### src/rtl/bin2bcd_hs.sv
// rtl/bin2bcd_hs.sv - handshaked serial binary-to-BCD converter (shift-and-add-3, one bit per cycle).
// Optional leading-zero blanking output enabled by defining BIN2BCD_LZB_EN.
module bin2bcd_hs #(
  parameter int WIDTH  = 16,
  parameter int DIGITS = 5,
  parameter int SIGNED = 0
) (
  input  logic                  clk,
  input  logic                  rst,
  input  logic                  in_valid,
  output logic                  in_ready,
  input  logic [WIDTH-1:0]      bin,
  output logic                  out_valid,
  input  logic                  out_ready,
  output logic [4*DIGITS-1:0]   bcd,
  output logic                  neg,
  output logic                  ovf
`ifdef BIN2BCD_LZB_EN
  ,
  output logic [DIGITS-1:0]     blank
`endif
);

  localparam int                CNT_W = $clog2(WIDTH);
  localparam logic [CNT_W-1:0]  LAST  = CNT_W'(WIDTH - 1);

  typedef enum logic [1:0] {S_IDLE, S_SHIFT, S_DONE} state_t;

  state_t               r_state;
  logic [WIDTH-1:0]     r_mag;
  logic [4*DIGITS-1:0]  r_acc;
  logic [CNT_W-1:0]     r_cnt;
  logic                 r_acc_ovf;
  logic                 r_sign;
  logic [4*DIGITS-1:0]  r_bcd;
  logic                 r_neg;
  logic                 r_ovf;

  logic                 w_neg_in;
  logic [WIDTH-1:0]     w_mag;
  logic [4*DIGITS-1:0]  w_adj;
  logic [4*DIGITS-1:0]  w_acc_next;
  logic                 w_carry;
  logic                 w_ovf_next;

  // Negation of the most negative value wraps to itself, which is the exact unsigned magnitude.
  assign w_neg_in = (SIGNED != 0) && bin[WIDTH-1];
  assign w_mag    = w_neg_in ? (~bin + WIDTH'(1)) : bin;

  always_comb begin
    w_adj = r_acc;
    for (int d = 0; d < DIGITS; d++) begin
      if (r_acc[4*d +: 4] >= 4'd5) begin
        w_adj[4*d +: 4] = r_acc[4*d +: 4] + 4'd3;
      end
    end
    w_acc_next = {w_adj[4*DIGITS-2:0], r_mag[WIDTH-1]};
    w_carry    = w_adj[4*DIGITS-1];
    w_ovf_next = r_acc_ovf | w_carry;
  end

`ifdef BIN2BCD_LZB_EN
  logic [DIGITS-1:0] r_blank;
  logic [DIGITS-1:0] w_blank;
  logic              w_zero_run;

  always_comb begin
    w_blank    = '0;
    w_zero_run = 1'b1;
    for (int i = DIGITS - 1; i >= 1; i--) begin
      w_zero_run = w_zero_run & (w_acc_next[4*i +: 4] == 4'd0);
      w_blank[i] = w_zero_run;
    end
    if (w_ovf_next) begin
      w_blank = '0;
    end
  end

  assign blank = r_blank;
`endif

  always_ff @(posedge clk or posedge rst) begin
    if (rst) begin
      r_state   <= S_IDLE;
      r_mag     <= '0;
      r_acc     <= '0;
      r_cnt     <= '0;
      r_acc_ovf <= 1'b0;
      r_sign    <= 1'b0;
      r_bcd     <= '0;
      r_neg     <= 1'b0;
      r_ovf     <= 1'b0;
`ifdef BIN2BCD_LZB_EN
      r_blank   <= '0;
`endif
    end else begin
      case (r_state)
        S_IDLE: begin
          if (in_valid) begin
            r_mag     <= w_mag;
            r_sign    <= w_neg_in;
            r_acc     <= '0;
            r_acc_ovf <= 1'b0;
            r_cnt     <= '0;
            r_state   <= S_SHIFT;
          end
        end
        S_SHIFT: begin
          r_acc     <= w_acc_next;
          r_mag     <= r_mag << 1;
          r_acc_ovf <= w_ovf_next;
          r_cnt     <= (r_cnt == LAST) ? '0 : r_cnt + CNT_W'(1);
          // Result registers only change here, so they stay frozen through DONE and beyond.
          if (r_cnt == LAST) begin
            r_state <= S_DONE;
            r_bcd   <= w_ovf_next ? {DIGITS{4'h9}} : w_acc_next;
            r_neg   <= r_sign;
            r_ovf   <= w_ovf_next;
`ifdef BIN2BCD_LZB_EN
            r_blank <= w_blank;
`endif
          end
        end
        S_DONE: begin
          if (out_ready) begin
            r_state <= S_IDLE;
          end
        end
        default: r_state <= S_IDLE;
      endcase
    end
  end

  assign in_ready  = (r_state == S_IDLE);
  assign out_valid = (r_state == S_DONE);
  assign bcd       = r_bcd;
  assign neg       = r_neg;
  assign ovf       = r_ovf;

endmodule

### config.mk
export PLATFORM = sky130hd
export DESIGN_NAME = bin2bcd_hs
export DESIGN_NICKNAME = d
export VERILOG_FILES = /design/src/rtl/bin2bcd_hs.sv
export SDC_FILE = /design/constraint.sdc
export NUM_CORES = 1
export LEC_CHECK = 0
export CORE_UTILIZATION = 30
export CTS_CLUSTER_DIAMETER = 40
export DETAILED_ROUTE_END_ITERATION = 12
export PLACE_DENSITY_LB_ADDON = 0.12
export SYNTH_ARGS = -nofsm -noshare
export SYNTH_HDL_FRONTEND = slang
export SYNTH_SLANG_ARGS = --single-unit
export TNS_END_PERCENT = 20
### constraint.sdc
create_clock -name clk -period 2.8 [get_ports clk]
set_input_delay 0.56 -clock clk [delete_from_list [all_inputs] [get_ports clk]]
set_output_delay 0.56 -clock clk [all_outputs]
set_load 0.005 [all_outputs]
* After elaboration in Yosys (flattened, before gate mapping)
Index checks and enable logic that the tools add are counted.
** Storage, ports and cells
- Register bits :: 64
- Input bits :: 20
- Output and inout port bits :: 24
** Cells by class
- $add $sub $neg :: 6
- Magnitude comparators :: 5
- Equality and inequality tests :: 6
- Mux-type cells :: 19
- Bitwise logic cells :: 1
- Reduce and logical (&&, ||, !) cells :: 5
** Operators with widths (number)
- $mux W20 :: 2
- $pmux W20 S2 :: 1
- $pmux W16 S2 :: 1
- $mux W4 :: 7
- $add A4 B2 Y4 const B :: 5
- $ge A4 B3 Y1 const B :: 5
- $mux W16 :: 1
- $pmux W4 S2 :: 1
- $mux W2 :: 3
- $pmux W2 S3 :: 1
- $add A4 B1 Y4 const B :: 1
- $eq A4 B4 Y1 const B :: 1
- $ne A2 B2 Y1 const B :: 2
- $reduce_and A2 Y1 :: 2
- $reduce_and A3 Y1 :: 1
- $eq A2 B1 Y1 const B :: 1
- $eq A2 B2 Y1 const B :: 1
- $logic_not A2 Y1 :: 1
- $ne A2 B1 Y1 const B :: 1
- $pmux W1 S2 :: 1
- $reduce_bool A2 Y1 :: 1
- $mux W1 :: 1
- $or A1 B1 Y1 :: 1

* Longest topological paths before layout
Gate-level depths: netlist of run 1.
- Depth after elaboration :: 4
- Gate-level depth with buffers :: 6
- Gate-level depth less buffers :: 6

* Worst setup path after synthesis of run 1
Ideal clock, no wire load.
- Path type :: flip-flop to flip-flop
- Start :: reg r_acc[17]
- End :: reg r_bcd[13] (netlist: bcd[13])
- Library setup time :: 0.068 ns
- Arrival :: 1.689 ns
- Data required time :: 2.732 ns
- Setup slack :: 1.043 ns
- Cell stages (with the launch flop) :: 7
- Path buffers :: 0
- Period minus slack after synthesis :: 1.757 ns
- Cells stage by stage :: dfrtp_1 -> inv_1 -> ha_1 -> nand2b_1 -> nor3b_4 -> a2111oi_4 -> a32o_1
** On the way
- Cells in the longest elaborated chain, start to end :: 4
- Elaborated cells between the ends (all ways) :: 5
** RTL lines
- from (decl) :: RTL line 31 : logic [4*DIGITS-1:0] r_acc;
- from (signal assigned) :: RTL line 109 : r_acc <= w_acc_next;
- $add A4 B2 Y4 / $ge A4 B3 Y1 (equally long branches) :: RTL line 54, 53
- $mux W4 (*) :: RTL line 53 : if (r_acc[4*d +: 4] >= 4'd5) begin
- $or A1 B1 Y1 (*) :: RTL line 59 : w_ovf_next = r_acc_ovf | w_carry;
- $mux W20 (*) :: RTL line 116 : r_bcd <= w_ovf_next ? {DIGITS{4'h9}} : w_acc_next;
- to (signal assigned) :: RTL line 116
- to (decl) :: RTL line 35 : logic [4*DIGITS-1:0] r_bcd;
Every way passes the cells marked *; elsewhere a longest branch is shown, timed or not.
A chain may end at the register's enable or synchronous reset.

* Worst setup path in the final report of run 1
- Start :: reg r_state[0]
- End :: reg r_bcd[4] (netlist: bcd[4])
** On the way
- Cells in the longest elaborated chain, start to end :: 2
** RTL lines
- from (decl) :: RTL line 29 : state_t r_state;
- from (signal assigned) :: RTL line 84 : r_state <= S_IDLE;
- from (signal assigned) :: RTL line 105 : r_state <= S_SHIFT;
- from (signal assigned) :: RTL line 115 : r_state <= S_DONE;
- $eq A2 B1 Y1 :: RTL line 97 : case (r_state)
- $reduce_and A2 Y1 (no source line)
Every way passes these cells.

==> results of run 1 <==
[path summary, 6_finish.rpt]
| check | from | endpoint | slack (ns) | depth (start not counted) |
|---|---|---|---|---|
| worst max register to register | r_state[0]$_DFFE_PP0P_ | bcd[4]$_DFFE_PP0P_ | 0.49 | 5 |
| max in group asynchronous | rst | r_acc[10]$_DFFE_PP0P_ | 1.65 | 3 |
| worst min-delay path | r_mag[14]$_DFFE_PP0P_ | r_mag[15]$_DFFE_PP0P_ | 0.48 | 2 |
| min in group asynchronous | rst | bcd[3]$_DFFE_PP0P_ | 0.53 | 2 |
| worst min register to register | r_mag[14]$_DFFE_PP0P_ | r_mag[15]$_DFFE_PP0P_ | 0.48 | 2 |
| worst max-delay path | r_state[0]$_DFFE_PP0P_ | bcd[4]$_DFFE_PP0P_ | 0.49 | 5 |
[worst max-delay path: cells and delay by family (launching register included)]
family	cells	cell delay, ns
AOI/OAI and AO/OA	2	0.57
buffers and inverters	1	0.25
DFF	1	0.47
and+or+nand+nor	2	0.90
[routing by layer]
layer / wire length (um) / vias to the layer above / track usage, %
li1: - / 1152 / -
met1: 3400 / 1130 / 17.6
met4: 116 / 0 / 6.04
met3: 314 / 11 / 4.12
met5: 0 / - / 0
met2: 3240 / 50 / 21.6
[metrics by stage]
stage / power (uW) / util (%)
after floorplan: 3060 / -
after global placement: 3660 / 36.3
after detailed placement: 3700 / 36.3
after CTS: 4510 / 38.1
after global routing: 4830 / 38.1
final: 4450 / 38.1
[final cells by class]
cell class                 count  area, um^2
clock inverter                 4        45.0
fill                        1048        6360
tap                          136         170
clock buffer                  11         141
sequential                    64        1600
multi-input combinational    207        1430
timing repair buffer          49         485
inverter                      12        45.0
[cell families after synthesis]
kind of cell,share of synthesized area (%)
simple gates,12.1
compound gates,21.6
xor+xnor,1.66
buf+inv,4.58
mux,5.13
fa+ha+maj,4.34
flops,50.5
other cells,0.118
[synth_stat cells, types with 2 or more instances]
cell        n  area, um^2
clkbuf_1    8        30.0
a21o_1     10        75.1
buf_6       2        22.5
o21ai_0    31         155
ha_1       11         138
inv_1      12        45.0
o31ai_1     2        15.0
xnor2_1     5        43.8
a21oi_1    18        90.1
nand3_1     5        25.0
nor3_1      5        25.0
and3_1      2        12.5
nand2b_1    7        43.8
buf_4       3        22.5
nand2_1    29         109
a22o_2      2        20.0
a211oi_1    8        60.1
o22a_1      3        26.3
nor2b_1     3        18.8
a22o_1     12         105
buf_2       5        25.0
a32o_1      4        40.0
a2111oi_4   2        55.1
nor3b_1     6        45.0
mux2_2      2        22.5
nor2_1     15        56.3
dfrtp_1    64        1600
mux2i_1    14         140
[power by group through the flow]
stage / Clock, uW / Combinational (uW) / Sequential [uW]
finish: 788 / 1950 / 1710
global route: 858 / 2200 / 1770
CTS: 815 / 1980 / 1710
detailed placement: 0 / 1980 / 1720
global placement: 0 / 1940 / 1710
floorplan: 0 / 1460 / 1600
[state kept, by name, summed over array words and instances (netlist names)]
register   count
r_state        2
r_cnt          4
bcd           20
ovf            1
r_acc         20
r_mag         16
r_acc_ovf      1
==> flow_summary.yaml, run 1 <==
grt:
  grt_antenna_before_repair: 0
  grt_pass1_wl_um: 11600
  grt_pass1_vias: 2360
  gr-total-overflow: 0
  track_usage_pct: 13.8
  grt_max_degree: 46
clocking:
  root_buffer: "clkbuf_8"
  clk_pin_slew_ns: 0.07
  ctsResizeCount: 0
  clkLatencyLatePin_ns: 0.35
  cts_num_sinks: 64
  htree_levels: 3
  clock_path_buffers: 2
  cts_hold_buf: 0
  cts_tree: "done"
  cts_buffers: 9
  cts_setup_buffers: 0
worst_setup_path:
  path_cells: "nor2b_2 > nand2_2 > a2111oi_4 > buf_4 > a21oi_1"
  worstPathRequired_ns: 3.03
  crit_arrival_ns: 2.54
  crit_slowest_cell: "nor2b_2"
  worstSetupPathType: "reg2reg"
  critPathLaunchType: "flip-flop"
  cp_max_fo: 13
  endpoint_kind: "flip-flop"
  critPathMaxStageDelay_ns: 0.52
placement:
  dp_hpwl_um: 4740
  io_buffers: 42
  place_inst: 468
  gp_congestion: 0.775
  dpl_worst_slack_ns: 0.310
  placed_cell_area_um2: 3730
power_and_ir_drop:
  leakage_uw: 0.00174
  p_clk_share_pct: 17.7
  switching_power_uw: 1680
  power_frac_seq_pct: 38.4
  vdd_drop_max_mv: 0.418
  p_int_uw: 2770
  p_comb_share_pct: 43.9
  power.density_nw_per_um2: 1130
  p_sw_share_pct: 37.8
final_layout:
  area_growth_pct: 23.6
  final_cell_mix: "dfrtp_1 (64), clkdlybuf4s50_1 (42), o21ai_0 (31)"
  drive_gt1_share_pct: 10.4
  fin_cells: 483
  design_area_um2: 3920
  antenna_cells: 0
  final_nets: 374
  mostFrequentLayoutCell: "dfrtp_1"
floorplan:
  fp-row-count: 37
  die_h_um: 105
  coreArea_um2: 10300
  die_area_um2: 11000
  io_pins: 44
  initial_utilization_pct: 30.9
  die_w_um: 105
sta:
  hold_ws_ns: 0.482
  fin_crit_ns: 2.31
  period_share_pct: 82.5
  tns_ns: 0
  setup_viol: 0
  hold_viol_final: 0
  grt_setup_unrepaired: "no"
  finalWorstSetupSlack_ns: 0.491
  max_freq_mhz: 433
  relSlewSlack_pct: 25.8
  skew_ns: 0.00731
  tightestPinTransition_ns: 1.11
  drv_slew: 0
route:
  via_count: 2343
  post_drt_wl_per_cell_um: 14.6
  drt-initial-drc-count: 99
  drc: 0
  drt-pass1-iter-count: 4
  routed_wl_um: 7060
  viasPerCell: 4.85
  drtAntennaViolNets: 0
logic_synthesis:
  syn_avg_cell_area_um2: 10.5
  synth-seq-cells: 64
  synth_flop_cell: "dfrtp_1"
  async_flop_share_pct: 100
  synthDistinctLibCells: 39
  synth_edf_count: 0
  ys_warn_count: 0
  synthCells: 301
  syn-num-nets: 332
  synth_area_um2: 3170
  ys_seq_area_share_pct: 50.5
min_path:
  hp-class: "reg2reg"
outcome:
  status: "finished clean"
flow_run:
  drv_cap: 0
No activity file was read; power rests on OpenSTA's default activity.
==> inputs of run 2 (changes only) <==
clock period = 2.12 ns   (was 2.8 ns; I/O delays follow)
==> run 2 against run 1 <==
Sequential power rose by 32%. Non-clock buffer count increased by 8. Sequential cell count did not move. Power rose by 36%. Clock power grew 50%. Sequential share of layout area down 0.96 points. Register-to-register slack got worse by 0.29 ns. Combinational power grew 34%. Highest routed layer unchanged.
==> flow_summary.yaml, run 2 (same netlist as run 1, synthesis figures left out) <==
placement:
  gp_congestion: 0.776
  place_inst: 476
  io_buffers: 42
  dp_hpwl_um: 4710
  placed_cell_area_um2: 3790
final_layout:
  final_cell_mix: "dfrtp_1 (64), clkdlybuf4s50_1 (42), o21ai_0 (31)"
  drive_gt1_share_pct: 12.9
  area_growth_pct: 26.5
  fin_cells: 492
  mostFrequentLayoutCell: "dfrtp_1"
  design_area_um2: 4010
  n_fill_cell: 1043
  final_nets: 382
  utilization_pct: 39.0
  regArea_um2: 1600
  antenna_cells: 0
  multi_input_area_um2: 1430
sta:
  fin_crit_ns: 1.97
  max_freq_mhz: 507
  skew_ns: 0.00725
  drv_slew: 0
  setup_viol: 0
  tightestPinTransition_ns: 0.626
  grt_setup_unrepaired: "no"
  relSlewSlack_pct: 58.3
  period_share_pct: 93.1
  tns_ns: 0
  hold_viol_final: 0
clocking:
  cts_hold_buf: 0
  htree_levels: 3
  cts_tree: "done"
  clkLatencyLatePin_ns: 0.34
  ctsResizeCount: 0
  clk_pin_slew_ns: 0.07
  cts_buffers: 9
  clock_path_buffers: 2
  cts_num_sinks: 64
  cts_setup_buffers: 0
  root_buffer: "clkbuf_8"
route:
  drtAntennaViolNets: 0
  post_drt_wl_per_cell_um: 14.0
  viasPerCell: 4.79
  drc: 0
  routed_wl_um: 6890
  drt-initial-drc-count: 44
  drt-pass1-iter-count: 4
  via_count: 2359
floorplan:
  coreArea_um2: 10300
  fp-row-count: 37
  die_h_um: 105
  io_pins: 44
  die_w_um: 105
  initial_utilization_pct: 30.9
  die_area_um2: 11000
grt:
  grt_antenna_before_repair: 0
  use_met1_pct: 17.6
  busiest_layer: "met2"
  grt_pass1_wl_um: 11800
  track_usage_pct: 13.6
  grt_max_degree: 65
  grt_pass1_vias: 2370
  met3_usage_pct: 4.30
  gr-total-overflow: 0
  gr-usage-met2_pct: 22.1
power_and_ir_drop:
  leakage_uw: 0.00180
  power.density_nw_per_um2: 1500
  vdd_drop_max_mv: 0.485
flow_run:
  drv_cap: 0
worst_setup_path:
  crit_slowest_cell: "clkdlybuf4s50_1"
  worstPathRequired_ns: 1.70
  path_cells: "nand2b_1 > inv_1 > clkdlybuf4s50_1"
  critPathLaunchType: "flip-flop"
  critPathMaxStageDelay_ns: 0.49
  endpoint_kind: "primary output"
  worstSetupPathType: "reg2out"
  crit_arrival_ns: 1.55
  cp_max_fo: 9
outcome:
  status: "finished clean"
min_path:
  hp-class: "in2async"
## run 2: cell types whose count changed in the layout (fill, tap and decap cells not counted)
cell        delta
buf_4          +8
bufinv_16      +1
clkbuf_1       -1
clkinvlp_4     +1
## run 2: worst max-delay path, delay by kind of cell (launching register included)
family                 cells  cell delay [ns]
buffers and inverters      2             0.55
DFF                        1             0.47
and+or+nand+nor            1             0.20
## run 2: path summary, 6_finish.rpt
path	start	to	slack (ns)	cells past startpoint
max in group asynchronous	rst	r_acc[6]$_DFFE_PP0P_	1.36	3
min in group clk	r_mag[14]$_DFFE_PP0P_	r_mag[14]$_DFFE_PP0P_	0.48	2
worst max-delay path	r_state[0]$_DFFE_PP0P_	out_valid	0.15	3
worst min-delay path	rst	r_mag[5]$_DFFE_PP0P_	0.47	3
worst max register to register	r_acc[17]$_DFFE_PP0P_	bcd[17]$_DFFE_PP0P_	0.20	7
worst min register to register	r_mag[14]$_DFFE_PP0P_	r_mag[14]$_DFFE_PP0P_	0.48	2
## run 2: per-layer routing
layer	up-vias	share of wire (%)
met2	41	47
met1	1142	49
met5	-	0
li1	1170	-
met4	0	0.88
met3	6	3.7
## run 2: per-stage QoR
step / setup WS (ns) / power, uW / hold WS [ns]
floorplan: 0.0979 / 4040 / 0.449
global placement: 0.222 / 4890 / 0.469
detailed placement: 0.173 / 4920 / 0.466
CTS: 0.137 / 6130 / 0.485
global route: 0.0404 / 6560 / 0.507
finish: 0.147 / 6040 / 0.471
## run 2: report_power, final
group	total, uW	switching [uW]	internal [uW]
sequential	2260	500	1760
clock	1180	489	688
combinational	2610	1240	1370
total	6040	2230	3810
## run 2: final cells by class
| class | instances | area share [%] |
|---|---|---|
| multi-input combinational | 207 | 35.6 |
| clock inverter | 6 | 2.06 |
| sequential | 64 | 39.9 |
| clock buffer | 10 | 3.43 |
| inverter | 12 | 1.12 |
| tap | 136 | 4.24 |
| timing repair buffer | 57 | 13.6 |
==> inputs of run 3 (changes only) <==
HOLD_SLACK_MARGIN = 0.02   (was default)
PLACE_DENSITY_LB_ADDON = 0.2   (was 0.12)
SLEW_MARGIN = 20   (was default)
==> run 3 against run 2 <==
Power is 2.4% lower. Core utilization decreased by 0.21 points. Clock power down 18%. Sequential share of layout area is 0.21 points higher. Cell count grew 0.41%. Sequential power barely moved. Sequential cell count is the same. Fmax is essentially flat. Die area unchanged. Global-route usage grew 0.26 points. Final area is 0.53% lower. Count of clock-buffer cells in the layout up 3. Critical path type unchanged. Largest cell class unchanged. Largest power group unchanged.
==> flow_summary.yaml, run 3 (same netlist as run 1, synthesis figures left out) <==
route:
  drtAntennaViolNets: 0
  drc: 0
  viasPerCell: 4.82
  routed_wl_um: 6870
  post_drt_wl_per_cell_um: 13.9
  via_count: 2381
  drt-pass1-iter-count: 4
  drt-initial-drc-count: 88
clocking:
  htree_levels: 3
  cts_buffers: 9
  clk_pin_slew_ns: 0.07
  ctsResizeCount: 0
  root_buffer: "clkbuf_8"
  cts_setup_buffers: 0
  clkLatencyLatePin_ns: 0.34
  clock_path_buffers: 2
  cts_hold_buf: 0
  cts_num_sinks: 64
  cts_tree: "done"
flow_run:
  drv_cap: 0
worst_setup_path:
  worstPathRequired_ns: 1.70
  critPathLaunchType: "flip-flop"
  crit_arrival_ns: 1.55
  endpoint_kind: "primary output"
  worstSetupPathType: "reg2out"
  crit_slowest_cell: "clkdlybuf4s50_1"
  crit_family: "buffers and inverters"
  critPathMaxStageDelay_ns: 0.49
  path_cells: "nand2b_1 > inv_1 > clkdlybuf4s50_1"
  cp_max_fo: 9
  worst-path-buf-inv: 2
placement:
  gp_congestion: 0.815
  placed_cell_area_um2: 3810
  dp_hpwl_um: 4890
  io_buffers: 42
floorplan:
  coreArea_um2: 10300
  fp-row-count: 37
  io_pins: 44
  die_area_um2: 11000
  die_h_um: 105
  die_w_um: 105
  initial_utilization_pct: 30.9
grt:
  grt_max_degree: 65
  grt_pass1_vias: 2429
  gr-total-overflow: 0
  grt_pass1_wl_um: 12200
  grt_antenna_before_repair: 0
  track_usage_pct: 13.9
sta:
  skew_ns: 0.00741
  fin_crit_ns: 1.98
  drv_slew: 0
  max_freq_mhz: 506
  tns_ns: 0
  hold_viol_final: 0
  setup_viol: 0
  tightestPinTransition_ns: 0.612
  period_share_pct: 93.2
  relSlewSlack_pct: 59.2
  grt_setup_unrepaired: "no"
power_and_ir_drop:
  switching_power_uw: 2230
  p_clk_share_pct: 16.4
  power_frac_seq_pct: 38.3
  p_sw_share_pct: 37.9
  power.density_nw_per_um2: 1480
  leakage_uw: 0.00179
  p_int_uw: 3660
  vdd_drop_max_mv: 0.444
  p_comb_share_pct: 45.3
final_layout:
  antenna_cells: 0
  n_fill_cell: 1054
  final_nets: 384
  final_cell_mix: "dfrtp_1 (64), clkdlybuf4s50_1 (42), o21ai_0 (31)"
  drive_gt1_share_pct: 13.1
  area_growth_pct: 25.8
  design_area_um2: 3990
  mostFrequentLayoutCell: "dfrtp_1"
min_path:
  hp-class: "in2async"
outcome:
  status: "finished clean"
run 3: final timing paths:
check                                        from                    to  slack (ns)  cells past startpoint
max                        r_state[0]$_DFFE_PP0P_             out_valid        0.14                      3
min                                           rst  r_mag[4]$_DFFE_PP0P_        0.47                      3
max reg2reg                 r_acc[16]$_DFFE_PP0P_    bcd[5]$_DFFE_PP0P_        0.20                      7
min reg2reg                  r_mag[3]$_DFFE_PP0P_  r_mag[4]$_DFFE_PP0P_        0.48                      2
max in group asynchronous                     rst  r_acc[1]$_DFFE_PP0P_        1.36                      3
min in group clk             r_mag[3]$_DFFE_PP0P_  r_mag[4]$_DFFE_PP0P_        0.48                      2
run 3: per-stage QoR:
stage	setup WS (ns)	total power (uW)	hold WS, ns	instances	utilization (%)
2_1_floorplan	0.0979	4040	0.449	301	-
3_3_place_gp	0.280	4920	0.464	478	37.0
3_5_place_dp	0.214	4990	0.468	478	37.0
4_1_cts	0.115	6000	0.487	494	38.8
5_1_grt	0.0615	6440	0.484	494	38.8
6_report	0.145	5900	0.467	494	38.8
run 3: worst min-delay path: cells and delay by family:
family | cells | cell delay [ns]
buffers and inverters | 3 | 0.78
run 3: power by group through the flow:
stage	Combinational, uW	Sequential [uW]	Clock, uW
2_1_floorplan	1930	2110	0
3_3_place_gp	2650	2280	0
3_5_place_dp	2710	2280	0
4_1_cts	2710	2270	1020
5_1_grt	3030	2350	1070
6_report	2670	2260	969
run 3: final cells by class:
type	instances	area, um^2	share of cell area [%]
inverter	12	45.0	1.13
sequential	64	1600	40.1
tap	136	170	4.26
multi-input combinational	207	1430	35.8
clock inverter	3	15.0	0.376
clock buffer	13	169	4.23
timing repair buffer	59	561	14.0
run 3: routing by layer:
metal	wire [um]	vias to the layer above	global-route usage [%]	part of all wire (%)
met5	0	-	0	0
met4	90	0	4.53	1.3
met3	289	10	3.74	4.2
met2	3130	49	21.5	46
met1	3360	1147	18.8	49
li1	-	1175	-	-
